<file path="src/rtl/imm_encoder.sv">
// imm_encoder: packs an immediate into RISC-V I/S/B/J fields of a base word, flags unencodable values, queues results in a FIFO
module imm_encoder #(
  parameter int DEPTH = 2,
  parameter int CNT_W = 16
) (
  input  logic             clk,
  input  logic             rst,
  input  logic             in_valid,
  output logic             in_ready,
  input  logic [1:0]       in_fmt,
  input  logic             in_sign,
  input  logic [31:0]      in_imm,
  input  logic [31:0]      in_base,
  output logic             out_valid,
  input  logic             out_ready,
  output logic [31:0]      out_inst,
  output logic             out_err,
  output logic [CNT_W-1:0] err_cnt
);
  localparam int AW = $clog2(DEPTH);
  localparam int CW = AW + 1;
  logic [31:0]      mem_q [DEPTH];
  logic             err_mem_q [DEPTH];
  logic [AW-1:0]    rd_q, rd_d, wr_q, wr_d;
  logic [CW-1:0]    cnt_q, cnt_d;
  logic [CNT_W-1:0] ecnt_q, ecnt_d;
  logic [31:0]      mask, field, inst_d;
  logic             sg_bad, us_bad, err_d, push, pop;
  assign in_ready  = cnt_q < CW'(DEPTH);
  assign out_valid = cnt_q != '0;
  assign out_inst  = out_valid ? mem_q[rd_q] : '0;
  assign out_err   = out_valid & err_mem_q[rd_q];
  assign err_cnt   = ecnt_q;
  always_comb begin
    sg_bad = in_fmt == 2'b11 ? ~(&in_imm[31:20] | ~|in_imm[31:20]) :
             in_fmt == 2'b10 ? ~(&in_imm[31:12] | ~|in_imm[31:12]) :
                               ~(&in_imm[31:11] | ~|in_imm[31:11]);
    us_bad = in_fmt == 2'b11 ? |in_imm[31:21] :
             in_fmt == 2'b10 ? |in_imm[31:13] : |in_imm[31:12];
    err_d  = (in_sign ? sg_bad : us_bad) | (in_fmt[1] & in_imm[0]);
    mask   = in_fmt == 2'b00 ? 32'hFFF0_0000 :
             in_fmt == 2'b11 ? 32'hFFFF_F000 : 32'hFE00_0F80;
    field  = in_fmt == 2'b00 ? {in_imm[11:0], 20'b0} :
             in_fmt == 2'b01 ? {in_imm[11:5], 13'b0, in_imm[4:0], 7'b0} :
             in_fmt == 2'b10 ? {in_imm[12], in_imm[10:5], 13'b0, in_imm[4:1], in_imm[11], 7'b0} :
                               {in_imm[20], in_imm[10:1], in_imm[11], in_imm[19:12], 12'b0};
    inst_d = (in_base & ~mask) | field;
    push   = in_valid & in_ready;
    pop    = out_valid & out_ready;
    wr_d   = wr_q + AW'(push);
    rd_d   = rd_q + AW'(pop);
    cnt_d  = cnt_q + CW'(push) - CW'(pop);
    ecnt_d = ecnt_q + CNT_W'(push & err_d & ~&ecnt_q);
  end
  always_ff @(posedge clk) begin
    if (rst) begin
      rd_q   <= '0;
      wr_q   <= '0;
      cnt_q  <= '0;
      ecnt_q <= '0;
    end else begin
      rd_q   <= rd_d;
      wr_q   <= wr_d;
      cnt_q  <= cnt_d;
      ecnt_q <= ecnt_d;
    end
  end
  always_ff @(posedge clk) begin
    if (push) begin
      mem_q[wr_q]     <= inst_d;
      err_mem_q[wr_q] <= err_d;
    end
  end
endmodule

</file>
<file path="config.mk">
export PLATFORM = sky130hd
export DESIGN_NAME = imm_encoder
export DESIGN_NICKNAME = d
export VERILOG_FILES = /design/src/rtl/imm_encoder.sv
export SDC_FILE = /design/constraint.sdc
export NUM_CORES = 1
export LEC_CHECK = 0
export ABC_AREA = 1
export BUFFER_PORTS_ARGS = -buffer_cell sky130_fd_sc_hd__buf_2
export CAP_MARGIN = 0
export CORE_MARGIN = 4
export CORE_UTILIZATION = 50
export DETAILED_ROUTE_END_ITERATION = 10
export PLACE_DENSITY = 0.78
export SLEW_MARGIN = 0
export SYNTH_ARGS = -nofsm -noshare
export SYNTH_HDL_FRONTEND = slang
export SYNTH_SLANG_ARGS = --single-unit
</file>
<file path="constraint.sdc">
create_clock -name clk -period 2.9 [get_ports clk]
set_input_delay 0.145 -clock clk [delete_from_list [all_inputs] [get_ports clk]]
set_output_delay 0.145 -clock clk [all_outputs]
set_load 0.1 [all_outputs]
</file>
After elaboration in Yosys (flattened, before gate mapping)

Memory sizes are Yosys's and may differ from the RTL's. A register that Yosys moved wholly into a read port is not among the register bits.
Index checks and enable logic that the tools add are counted.

Equality and inequality tests: 3
Add/sub/neg operators: 5
Order comparisons: 1
Bitwise operators: 16
Reductions and logical operators: 15
Mux-type cells: 15

Operators with widths:

| kind                 | count |
|---|---|
| $mux W32             | 4 |
| $mux W25             | 2 |
| $and A32 B32 Y32     | 1 |
| $not A32 Y32         | 1 |
| $or A32 B32 Y32      | 1 |
| $reduce_and A21 Y1   | 1 |
| $reduce_or A21 Y1    | 1 |
| $reduce_and A20 Y1   | 1 |
| $reduce_or A20 Y1    | 1 |
| $reduce_or A19 Y1    | 1 |
| $add A16 B1 Y16      | 1 |
| $reduce_and A16 Y1   | 1 |
| $reduce_and A12 Y1   | 1 |
| $reduce_or A12 Y1    | 1 |
| $reduce_or A11 Y1    | 1 |
| $mux W1              | 9 |
| $and A1 B1 Y1        | 6 |
| $eq A2 B2 Y1 const B | 2 |
| $logic_not A1 Y1     | 4 |
| $or A1 B1 Y1         | 4 |
| $not A1 Y1           | 3 |
| $add A1 B1 Y1        | 2 |
| $add A2 B1 Y2        | 1 |
| $eq A2 B1 Y1 const B | 1 |
| other kinds (4)      | 4 |

Output and inout bits: 51
Word-level logic and storage cells: 61
Memory bits (writable): 66
Bits in registers: 20
Memories kept: 2
Bits of input ports: 71

Memory list:

| memory    | words | width | rd ports | clocked after Yosys merged registers in | wr ports | RTL line | source |
|---|---|---|---|---|---|---|---|
| mem_q     | 2     | 32    | 1        | 1                                       | 1        | 22       | `logic [31:0] mem_q [DEPTH];` |
| err_mem_q | 2     | 1     | 1        | 1                                       | 1        | 23       | `logic err_mem_q [DEPTH];` |

Depth between registers and ports, before layout

Gate-level depths: netlist of the first run.

Word-level depth: 11
Gate-level depth with buffers: 18
Depth with buffers taken out: 18

Worst setup path before layout of the first run

Ideal clock, no wire load.

Path kind: reg2reg
Start point: register ecnt_q[7] (netlist: err_cnt[7])
End point: register ecnt_q[14] (netlist: err_cnt[14])
Period minus slack after synthesis: 2844 ps
Arrival time: 2783 ps
Setup slack: 56 ps
Required time: 2839 ps
Setup time: 61 ps
Cell stages (with the launch flop): 14
Path buffers: 0
Cells stage by stage: dfxtp_1 nand2_1 nor3_4 nand4_1 o21ai_0 a21oi_1 ha_1 ha_1 nand2_4 nor3_4 nand3_2 nor2_2 a21oi_1 o21a_1

Word-level cells in the longest chain between the ends: 4

RTL lines:

| element                | RTL line | source |
|---|---|---|
| start, declared        | 26       | `logic [CNT_W-1:0] ecnt_q, ecnt_d;` |
| start signal, assigned | 65       | `ecnt_q <= ecnt_d;` |
| $reduce_and A16 Y1     | 53       | `ecnt_d = ecnt_q + CNT_W'(push & err_d & ~&ecnt_q);` |
| $logic_not A1 Y1       | 53       |  |
| $and A1 B1 Y1          | 53       |  |
| $add A16 B1 Y16 (*)    | 53       |  |

Every way passes the cells marked *; elsewhere a longest branch is shown, timed or not.
A chain may end at the register's enable or synchronous reset.

Final worst setup path of the first run

Ends and elaborated chain as after synthesis.

==> impl_results.md, run 1 <==
- Outcome: finished clean
- Critical Path Start: err_cnt[7]
- Pwr dens: 1016 nW/um^2
- Final ANT Viol Nets: 0
- Final worst slack: 0.6288 ns
- RSZ-0062 raised after global routing: no
- Drt drc: 0
- TritonCTS clock tree: built
- FFs w/ async S/R, synth: 0%
- Least-Margin Pin Slew: 0.6391 ns
- Synthesis Warnings: 0
- M3 GR Usage: 4.388%
- Ratio of final minimum period to clock period: 78.32%
- Final instance area: 5092 sq um
- Initial Utilization: 52.39%
- Prevailing post-synth register cell: edfxtp_1
- Worst Hold Class: input pin to register
- Reg clk slew, reported paths: 0.09 ns
- DRT iter0 DRCs: 151
- GR peak layer: met2
- Post-synthesis cell count: 450
- Worst Setup End Kind: register
- Dpl cell area: 4795 sq um
- Gr ovfl total: 0
- Worst Clk Skew: 0.01329 ns
- Post_cts resized: 0
- Routed wire length: 9.429 mm
- Core Box Area: 7848 sq um
- Max_cap viols: 0
- Synthesized area per cell: 9.137 sq um
- Worst skew pair latency: 0.34 ns
- Area Overhead vs Synth: 23.86%
- Internal reg-to-reg setup slack: 0.63 ns
- Slew Viols, Final: 0
- Longest Clk Path Bufs: 2
- Crit path to: err_cnt[14]
- Largest fanout on the critical path: 6
- WP data required: 3.18 ns
- Synth cell types: 30
- Largest net degree at the start of global routing: 34
- Worst hold start: out_ready
- Post-synth EDFFs: 66
- Synth area leaders: edfxtp_1 (48%), nand2_1 (12%), dfxtp_1 (9.7%)
- Pwr Total: 5.172 mW
- Reg2reg end: err_cnt[14]
- DR vias: 3477
- Die width: 98.68 microns
- Worst vdd ir: 0.5721 mV
- Storage cell area: 2382 sq um
- Post-Route Setup TNS: 0 ns
- Fill count: 701
- Met2 usage: 32.92%
- Register area share after synthesis: 57.94%
- Worst Hold Slack: 0.1038 ns
- FF-to-FF path depth: 13
- Mapped cell area: 4111 sq um
- HPWL after detailed placement: 6.763 mm
- Total CTS buffers: 9
- Met1 usage: 24.00%
- Final #Nets: 660
- # setup viols final: 0
- First-pass GRT wire length: 14.94 mm
- Most numerous cell in the Yosys netlist: nand2_1
- Relative slew slack: 57.23%
- Via density: 5.069
- Layout cell share with drive strength beyond 1: 24.83%
- GRT Resource Usage Total: 19.13%
- Post-synth top cells: nand2_1 (133), edfxtp_1 (66), nor2_1 (50)
- Crit path DAT: 2.55 ns
- H-tree Lvls: 3
- Fmax: 440.3 MHz
- Multi-input gate area: 1506 sq um
- CP startpoint kind: register
- DRT Pass-1 Iters: 4
- Site row count: 32
- Diode count: 0
- Input/output buffers: 114
- Sink Count: 86
- Crit Path Class: register to register
- Vias in the first global route: 3226
- Die Height: 98.68 microns
- Final Hold Viols: 0
- Die Area: 9738 sq um
- Final Critical Period: 2.271 ns
- Yosys reg bits: 86
- I/O pins: 122
- Per-cell routed wire length: 13.74 microns
- Syn nets: 531
- Synth top area share: 48.20%
- Routability congestion estimate: 0.8472
- Place WS: 0.3830 ns
- Root Buffer: clkbuf_8
- Worst r2r src: err_cnt[7]
- P_leak: 2.274 nW
- Area leader, netlist: edfxtp_1
- Initial antenna violation count: 0
worst min-delay path by stage:
stage | slack (ns) | cells after the start | endpoint
2_1_floorplan | 0.24 | 0 | mem_q[0][0]
3_3_place_gp | 0.33 | 1 | mem_q[0][1]
3_5_place_dp | 0.34 | 1 | mem_q[0][25]
4_1_cts | 0.08 | 3 | rd_q
5_1_grt | 0.10 | 3 | rd_q
6_report | 0.10 | 3 | rd_q
metal layers:
metal  share of wire [%]  routed length (microns)
met1                  44                     4144
met2                  49                     4580
met3                 6.6                      622
met4                0.87                       82
met5                   0                        0
where the power goes:
| group | total [mW] | internal (mW) | switching, mW |
|---|---|---|---|
| Clock | 0.722 | 0.313 | 0.409 |
| Combinational | 2.82 | 0.402 | 2.41 |
| Sequential | 1.63 | 1.57 | 0.0616 |
| Total | 5.17 | 2.29 | 2.88 |
worst max-delay path, stage by stage, from the launching register on:
cell and delay [ns]:
dfxtp_1 0.42, nand2_1 0.15, nor3_4 0.26, nand4_1 0.12
o21ai_0 0.20, a21oi_1 0.07, ha_1 0.22, ha_1 0.24
nand2_4 0.10, nor3_4 0.05, nand3_2 0.09, nor2_2 0.04
a21oi_1 0.12, o21a_1 0.12
what timing repair did:
action | CTS | global route
hold buffers | 13 | 0
buffers inserted | 0 | 0
endpoints found under the hold margin | 26 | 0
registers in the layout, indices dropped and copies added, names as in the netlist:
name       flops
err_cnt       16
mem_q         64
wr_q           1
cnt_q          2
rd_q           1
err_mem_q      2
final cells by class:
| class | instances | area share, % |
|---|---|---|
| sequential | 86 | 46.78 |
| multi-input combinational | 305 | 29.58 |
| timing repair buffer | 132 | 14.50 |
| inverter | 45 | 3.342 |
| clock buffer | 11 | 2.580 |
| tap | 102 | 2.506 |
| clock inverter | 5 | 0.7125 |
through the flow:
stage / utilization, % / std cells
finish: 64.89 / 686
CTS: 64.89 / 686
global route: 64.89 / 686
floorplan: - / 450
global placement: 61.10 / 657
detailed placement: 61.10 / 657
placed cells by master (no fill, tap or decap), types with 3 or more instances in the layout:
cell type      instances
nand2_1              133
clkinvlp_4             3
inv_1                 40
dlygate4sd3_1         13
dfxtp_1               20
nor3_1                 3
edfxtp_1              66
nor2_1                49
nand3_1               10
o21ai_0               19
ha_1                  10
nand4_1                6
buf_4                  5
clkinv_1               3
buf_2                114
clkbuf_8               9
xor2_1                 3
nor3_4                 3
a21oi_1               47
a32o_1                 8
cell families (layout without fill, tap and decap cells):
group           Yosys count  in the layout  synth area share [%]
compound gates           79             79                 10.80
xor+xnor                  4              4                0.8523
fa+ha+maj                10             10                 3.043
buf+inv                  59            193                 5.477
flops                    86             86                 57.94
simple gates            212            212                 21.88
Note: power is estimated with default switching activity, not from simulation.
==> run 2, diff against run 1 <==
--- a/config.mk
+++ b/config.mk
@@ -9,9 +9,9 @@
 export BUFFER_PORTS_ARGS = -buffer_cell sky130_fd_sc_hd__buf_2
 export CAP_MARGIN = 0
 export CORE_MARGIN = 4
-export CORE_UTILIZATION = 50
+export CORE_UTILIZATION = 47
 export DETAILED_ROUTE_END_ITERATION = 10
-export PLACE_DENSITY = 0.78
+export PLACE_DENSITY = 0.77
 export SLEW_MARGIN = 0
 export SYNTH_ARGS = -nofsm -noshare
 export SYNTH_HDL_FRONTEND = slang
==> constraint.sdc (replaced) <==
create_clock -name clk -period 1.9 [get_ports clk]
set_input_delay 0.095 -clock clk [delete_from_list [all_inputs] [get_ports clk]]
set_output_delay 0.095 -clock clk [all_outputs]
set_load 0.1 [all_outputs]
==> run 2 against run 1 <==
Non-clock buffer count grew 31. Clock power grew 54%. Utilization grew 2.3 points. Maximum frequency grew 21%. Setup slack lost 0.60 ns. First-iteration DRC count shrank 36%. Via count grew 2.4%. Die area grew 5.9%. Worst hold slack lost 0.069 ns. Highest routed layer unchanged.
==> impl_results.md, run 2 (synthesis gave the netlist of run 1 again) <==
- Post-Route Setup TNS: 0 ns (unchanged)
- Input/output buffers: 114 (unchanged)
- Largest net degree at the start of global routing: 34 (unchanged)
- Drt drc: 0 (unchanged)
- Diode count: 0 (unchanged)
- # setup viols final: 0 (unchanged)
- Fin cells: 720 (+5.0%)
- DRT iter0 DRCs: 97 (-36%)
- Pwr dens: 1477 nW/um^2 (+45%)
- CP startpoint kind: register
- Place WS: -0.2143 ns (-0.5973 ns)
- Slew Viols, Final: 0 (unchanged)
- Area Overhead vs Synth: 36.94%
- Initial Utilization: 49.05% (-3.3 points)
- Final Critical Period: 1.871 ns (-0.4001 ns)
- Worst vdd ir: 0.7908 mV (+38%)
- Final Hold Viols: 0 (unchanged)
- Worst Hold Class: input pin to register
- H-tree Lvls: 3 (unchanged)
- I/O pins: 122 (unchanged)
- Die width: 101.5 microns (+2.9%)
- Largest fanout on the critical path: 3 (-3)
- Root Buffer: clkbuf_8
- Number of flip-flops in the largest register: 64 (unchanged)
- TritonCTS clock tree: built
- Worst skew pair latency: 0.35 ns (about the same)
- Max_cap viols: 0 (unchanged)
- Final ANT Viol Nets: 0 (unchanged)
- RSZ-0062 raised after global routing: yes
- DR vias: 3562 (+2.4%)
- Worst Clk Skew: 0.01332 ns (+0.00003150 ns)
- Routability congestion estimate: 0.9473 (+12%)
- Crit path DAT: 2.12 ns (-0.43 ns)
- Die Height: 101.5 microns (+2.9%)
- Most frequent cells in the layout: nand2_1 (126), buf_2 (109), edfxtp_1 (66)
- Most flops, register: mem_q
- Die Area: 10310 sq um (+5.9%)
- Gr ovfl total: 0 (unchanged)
- Fmax: 534.4 MHz (+21%)
- Per-cell routed wire length: 13.81 microns (+0.48%)
- Final #Nets: 691 (+4.7%)
- Crit Path Class: register to register
- Total CTS buffers: 9 (unchanged)
- Initial antenna violation count: 0 (unchanged)
- Core Box Area: 8382 sq um (+6.8%)
- Outcome: finished clean
- Least-Margin Pin Slew: 0.5085 ns (-0.1306 ns)
- Relative slew slack: 66.33% (+9.1 points)
- GRT Resource Usage Total: 18.98% (-0.15 points)
- First-pass GRT wire length: 15.24 mm (+2.0%)
- DRT Pass-1 Iters: 4 (unchanged)
- Layout cell share with drive strength beyond 1: 40.65% (+16 points)
- Commonest non-fill, non-tap cell in the layout: nand2_1
- Ratio of final minimum period to clock period: 98.48% (+20 points)
- Reg clk slew, reported paths: 0.09 ns (about the same)
- Site row count: 33 (+3.1%)
- Placed Cells: 686 (+4.4%)
- Sink Count: 86 (unchanged)
- Final worst slack: 0.02884 ns (-0.5999 ns)
- Via density: 4.947 (-2.4%)
- P_leak: 2.492 nW (+9.6%)
- HPWL after detailed placement: 7.393 mm (+9.3%)
- Routed wire length: 9.944 mm (+5.5%)
- Worst Setup End Kind: register
- Vias in the first global route: 3335 (+3.4%)
- Longest Clk Path Bufs: 2 (unchanged)
- WP data required: 2.15 ns (-1.03 ns)
[run 2: cell types whose count changed in the layout (fill, tap and decap cells not counted), sizes merged]
cell	before	now
inv	42	41
clkinvlp	3	6
buf	119	145
clkbuf	11	14
[run 2: report_power, final]
part	switching, mW	internal (mW)	leakage (nW)
clock	0.635	0.474	0.0793
sequential	0.117	2.40	0.789
combinational	3.87	0.817	1.62
total	4.63	3.69	2.49
[run 2: critical path: stages (launching register included)]
cell,delay [ns]
dfxtp_4,0.35
nand2_1,0.09
inv_1,0.04
nand4_1,0.11
o21ai_2,0.07
a21oi_2,0.11
ha_2,0.23
ha_4,0.16
nand2_4,0.06
nor3_4,0.15
nand3_2,0.14
nor2_4,0.12
a21oi_2,0.06
o21a_1,0.10
[run 2: layer usage]
| layer | up-vias | GRT usage (%) | part of all wire [%] |
|---|---|---|---|
| met2 | 88 | 35.06 | 53 |
| li1 | 1824 | - | - |
| met1 | 1640 | 22.55 | 42 |
| met4 | 0 | 6.442 | 1.4 |
| met5 | - | 0 | 0 |
| met3 | 10 | 2.617 | 4.3 |
[run 2: path summary, 6_finish.rpt]
kind	start	to	slack [ns]	cells after the start
setup reg to reg	err_cnt[12]	err_cnt[14]	0.03	13
setup / recovery	err_cnt[12]	err_cnt[14]	0.03	13
hold / removal	out_ready	rd_q	0.03	3
hold reg to reg	err_cnt[13]	err_cnt[13]	0.48	2
[run 2: cell type report]
class / count / area [sq um]
Fill cell: 690 / 2751
Sequential cell: 86 / 2425
Multi-Input combinational cell: 305 / 1712
Timing Repair Buffer: 163 / 1003
Inverter: 45 / 186.4
Tap cell: 105 / 131.4
Clock buffer: 9 / 123.9
Clock inverter: 7 / 48.80
[run 2: metrics by stage]
step	power (mW)	utilization [%]	hold slack, ns	instance area (sq um)
floorplan	6.345	-	0.1939	4322
global placement	7.143	62.20	0.2848	5214
detailed placement	7.207	62.20	0.2871	5214
CTS	8.334	65.85	0.02230	5519
global route	8.666	67.17	0.03512	5630
finish	8.317	67.17	0.03496	5630
[run 2: what timing repair did]
item                                    in CTS  in global routing
pin swaps                                    5                  5
endpoints found under the setup margin       3                 32
buffers inserted                             0                  5
hold buffers                                13                  0
endpoints found under the hold margin       26                  0
resized for setup                            1                 23
==> run 3, diff against run 2 <==
--- a/config.mk
+++ b/config.mk
@@ -7,8 +7,8 @@
 export LEC_CHECK = 0
 export ABC_AREA = 1
 export BUFFER_PORTS_ARGS = -buffer_cell sky130_fd_sc_hd__buf_2
-export CAP_MARGIN = 0
-export CORE_MARGIN = 4
+export CAP_MARGIN = 20
+export CORE_MARGIN = 2
 export CORE_UTILIZATION = 47
 export DETAILED_ROUTE_END_ITERATION = 10
 export PLACE_DENSITY = 0.77
==> run 3 against run 2 <==
Utilization is 0.69 points lower. Cell count grew 1.3%. Critical path type unchanged. Sequential share of layout area fell by 0.62 points. Flip-flop and latch count is the same. Non-clock buffer count grew 6. Clock skew decreased by 0.0020 ns. Worst hold slack improved by 0.0054 ns. First-iteration DRC count is 75% higher. Cell area increased by 1.5%.
==> impl_results.md, run 3 (synthesis gave the netlist of run 1 again) <==
- Outcome: finished clean
- Initial antenna violation count: 0 (unchanged)
- Fin cells: 729 (+1.3%)
- WP buf/inv: 2 (+1)
- Top Family by Delay on Critical Path: simple AND/OR/NAND/NOR gates
- Worst vdd ir: 0.7878 mV (-0.38%)
- Crit path DAT: 2.11 ns (about the same)
- DRT iter0 DRCs: 170 (+75%)
- WP data required: 2.13 ns (-0.02 ns)
- Max layer used: met4
- Max_cap viols: 0 (unchanged)
- Vias in the first global route: 3608 (+8.2%)
- Die Height: 97.53 microns (-3.9%)
- Per-cell routed wire length: 13.81 microns (about the same)
- Final Hold Viols: 0 (unchanged)
- First-pass GRT wire length: 16.19 mm (+6.2%)
- Core Box Area: 8593 sq um (+2.5%)
- Final #Nets: 697 (+0.87%)
- H-tree Lvls: 3 (unchanged)
- CP cell instances: inv_4, nor3_4, nand4_1, o21ai_2, a21oi_2, ha_2, ha_4, nand2_4, nor3_4, buf_6, a31oi_1, nor2_1
- Met1 wire length: 4.171 mm (+0.65%)
- Via density: 5.043 (+1.9%)
- Area Overhead vs Synth: 38.95%
- Layout cell share with drive strength beyond 1: 41.06% (+0.41 points)
- Input/output buffers: 114 (unchanged)
- DR vias: 3676 (+3.2%)
- Most flops, register: mem_q
- Number of flip-flops in the largest register: 64 (unchanged)
- Relative slew slack: 65.26% (-1.1 points)
- DRT Pass-1 Iters: 5 (+1)
- Largest net degree at the start of global routing: 34 (unchanged)
- Least-Margin Pin Slew: 0.5248 ns (+0.01629 ns)
- Routability congestion estimate: 0.9293 (-1.9%)
- Crit Path Class: register to register
- Sink Count: 86 (unchanged)
- Total CTS buffers: 9 (unchanged)
- Final ANT Viol Nets: 0 (unchanged)
- Die width: 97.53 microns (-3.9%)
- Fill count: 713 (+3.3%)
- Slowest stage delay, CP: 0.36 ns (about the same)
- P_leak: 2.574 nW (+3.3%)
- Longest Clk Path Bufs: 2 (unchanged)
- Fmax: 532.9 MHz (-0.29%)
- Gr ovfl total: 0 (unchanged)
- Met2 routed WL: 5.266 mm (+0.69%)
- Slowest CP cell: dfxtp_4
- Reg clk slew, reported paths: 0.08 ns (about the same)
- RSZ-0062 raised after global routing: yes
- Commonest non-fill, non-tap cell in the layout: nand2_1
- GRT Resource Usage Total: 20.90% (+1.9 points)
- Routed wire length: 10.07 mm (+1.2%)
- Ratio of final minimum period to clock period: 98.77% (+0.29 points)
- Slew Viols, Final: 0 (unchanged)
- Die Area: 9512 sq um (-7.7%)
- CP startpoint kind: register
- Most used cell along the critical path: nor3_4
- Site row count: 34 (+3.0%)
- Final Critical Period: 1.877 ns (+0.005480 ns)
- Worst Setup End Kind: register
- Worst Hold Class: input pin to register
- Placed Cells: 689 (+0.44%)
- Root Buffer: clkbuf_8
- # setup viols final: 0 (unchanged)
- Largest fanout on the critical path: 4 (+1)
- Initial Utilization: 47.85% (-1.2 points)
- Met3 routed WL: 449 microns (+4.2%)
- Drt drc: 0 (unchanged)
- TritonCTS clock tree: built
- HPWL after detailed placement: 7.287 mm (-1.4%)
- Diode count: 0 (unchanged)
- Most frequent cells in the layout: nand2_1 (125), buf_2 (114), edfxtp_1 (66)
- I/O pins: 122 (unchanged)
- Worst Clk Skew: 0.01132 ns (-0.002004 ns)
- Pwr dens: 1520 nW/um^2 (+2.9%)
- Worst skew pair latency: 0.34 ns (about the same)
- Post-Route Setup TNS: 0 ns (unchanged)
[run 3: cell types whose count changed in the layout (fill, tap and decap cells not counted), sizes merged]
cell      change
bufinv        +3
clkinvlp      -4
clkbuf        -4
buf          +11
[run 3: cell type report]
type	instances	area, sq um	area share, %
sequential	86	2425	42.44
multi-input combinational	305	1708	29.89
timing repair buffer	169	1023	17.91
inverter	45	185.2	3.241
tap	108	135.1	2.365
clock buffer	10	127.6	2.234
clock inverter	6	108.9	1.905
[run 3: final timing paths]
kind | from | endpoint | slack (ns) | cells after the start
max | err_cnt[9] | err_cnt[8] | 0.02 | 12
min | out_ready | rd_q | 0.04 | 3
max reg2reg | err_cnt[9] | err_cnt[8] | 0.02 | 12
min reg2reg | err_cnt[13] | err_cnt[13] | 0.48 | 2
[run 3: what timing repair did]
action,4_1_cts,5_1_grt
pin swaps,4,2
buffers inserted,6,5
hold endpoints to repair,26,0
cloned,0,0
gates resized for setup,7,12
endpoints found under the setup margin,7,18
hold buffers,13,0
[run 3: worst min-delay path: cells and delay by family]
| kind | cells | cell delay [ns] |
|---|---|---|
| AO/OA/AOI/OAI | 1 | 0.07 |
| AND/OR/NAND/NOR | 1 | 0.06 |
| buffers and inverters | 1 | 0.10 |
[run 3: routing by layer]
layer	vias to the layer above	GRT usage, %
li1	1842	-
met1	1706	24.92
met2	112	37.67
met3	16	3.525
met4	0	7.906
met5	-	0
[run 3: metrics by stage]
stage	total power [mW]	hold WS, ns	utilization [%]	instance area, sq um	setup WS, ns
2_1_floorplan	6.345	0.1939	-	4322	-0.2533
3_3_place_gp	7.122	0.2841	60.57	5205	-0.09236
3_5_place_dp	7.178	0.2889	60.57	5205	-0.2565
4_1_cts	8.729	0.02796	65.62	5639	0.008690
5_1_grt	9.060	0.02582	66.48	5713	-0.1262
6_report	8.685	0.04038	66.48	5713	0.02336
[run 3: where the power goes]
| part | internal (mW) | total [mW] | switching (mW) |
|---|---|---|---|
| clock network | 0.874 | 1.49 | 0.613 |
| registers | 2.40 | 2.52 | 0.117 |
| logic | 0.807 | 4.68 | 3.88 |
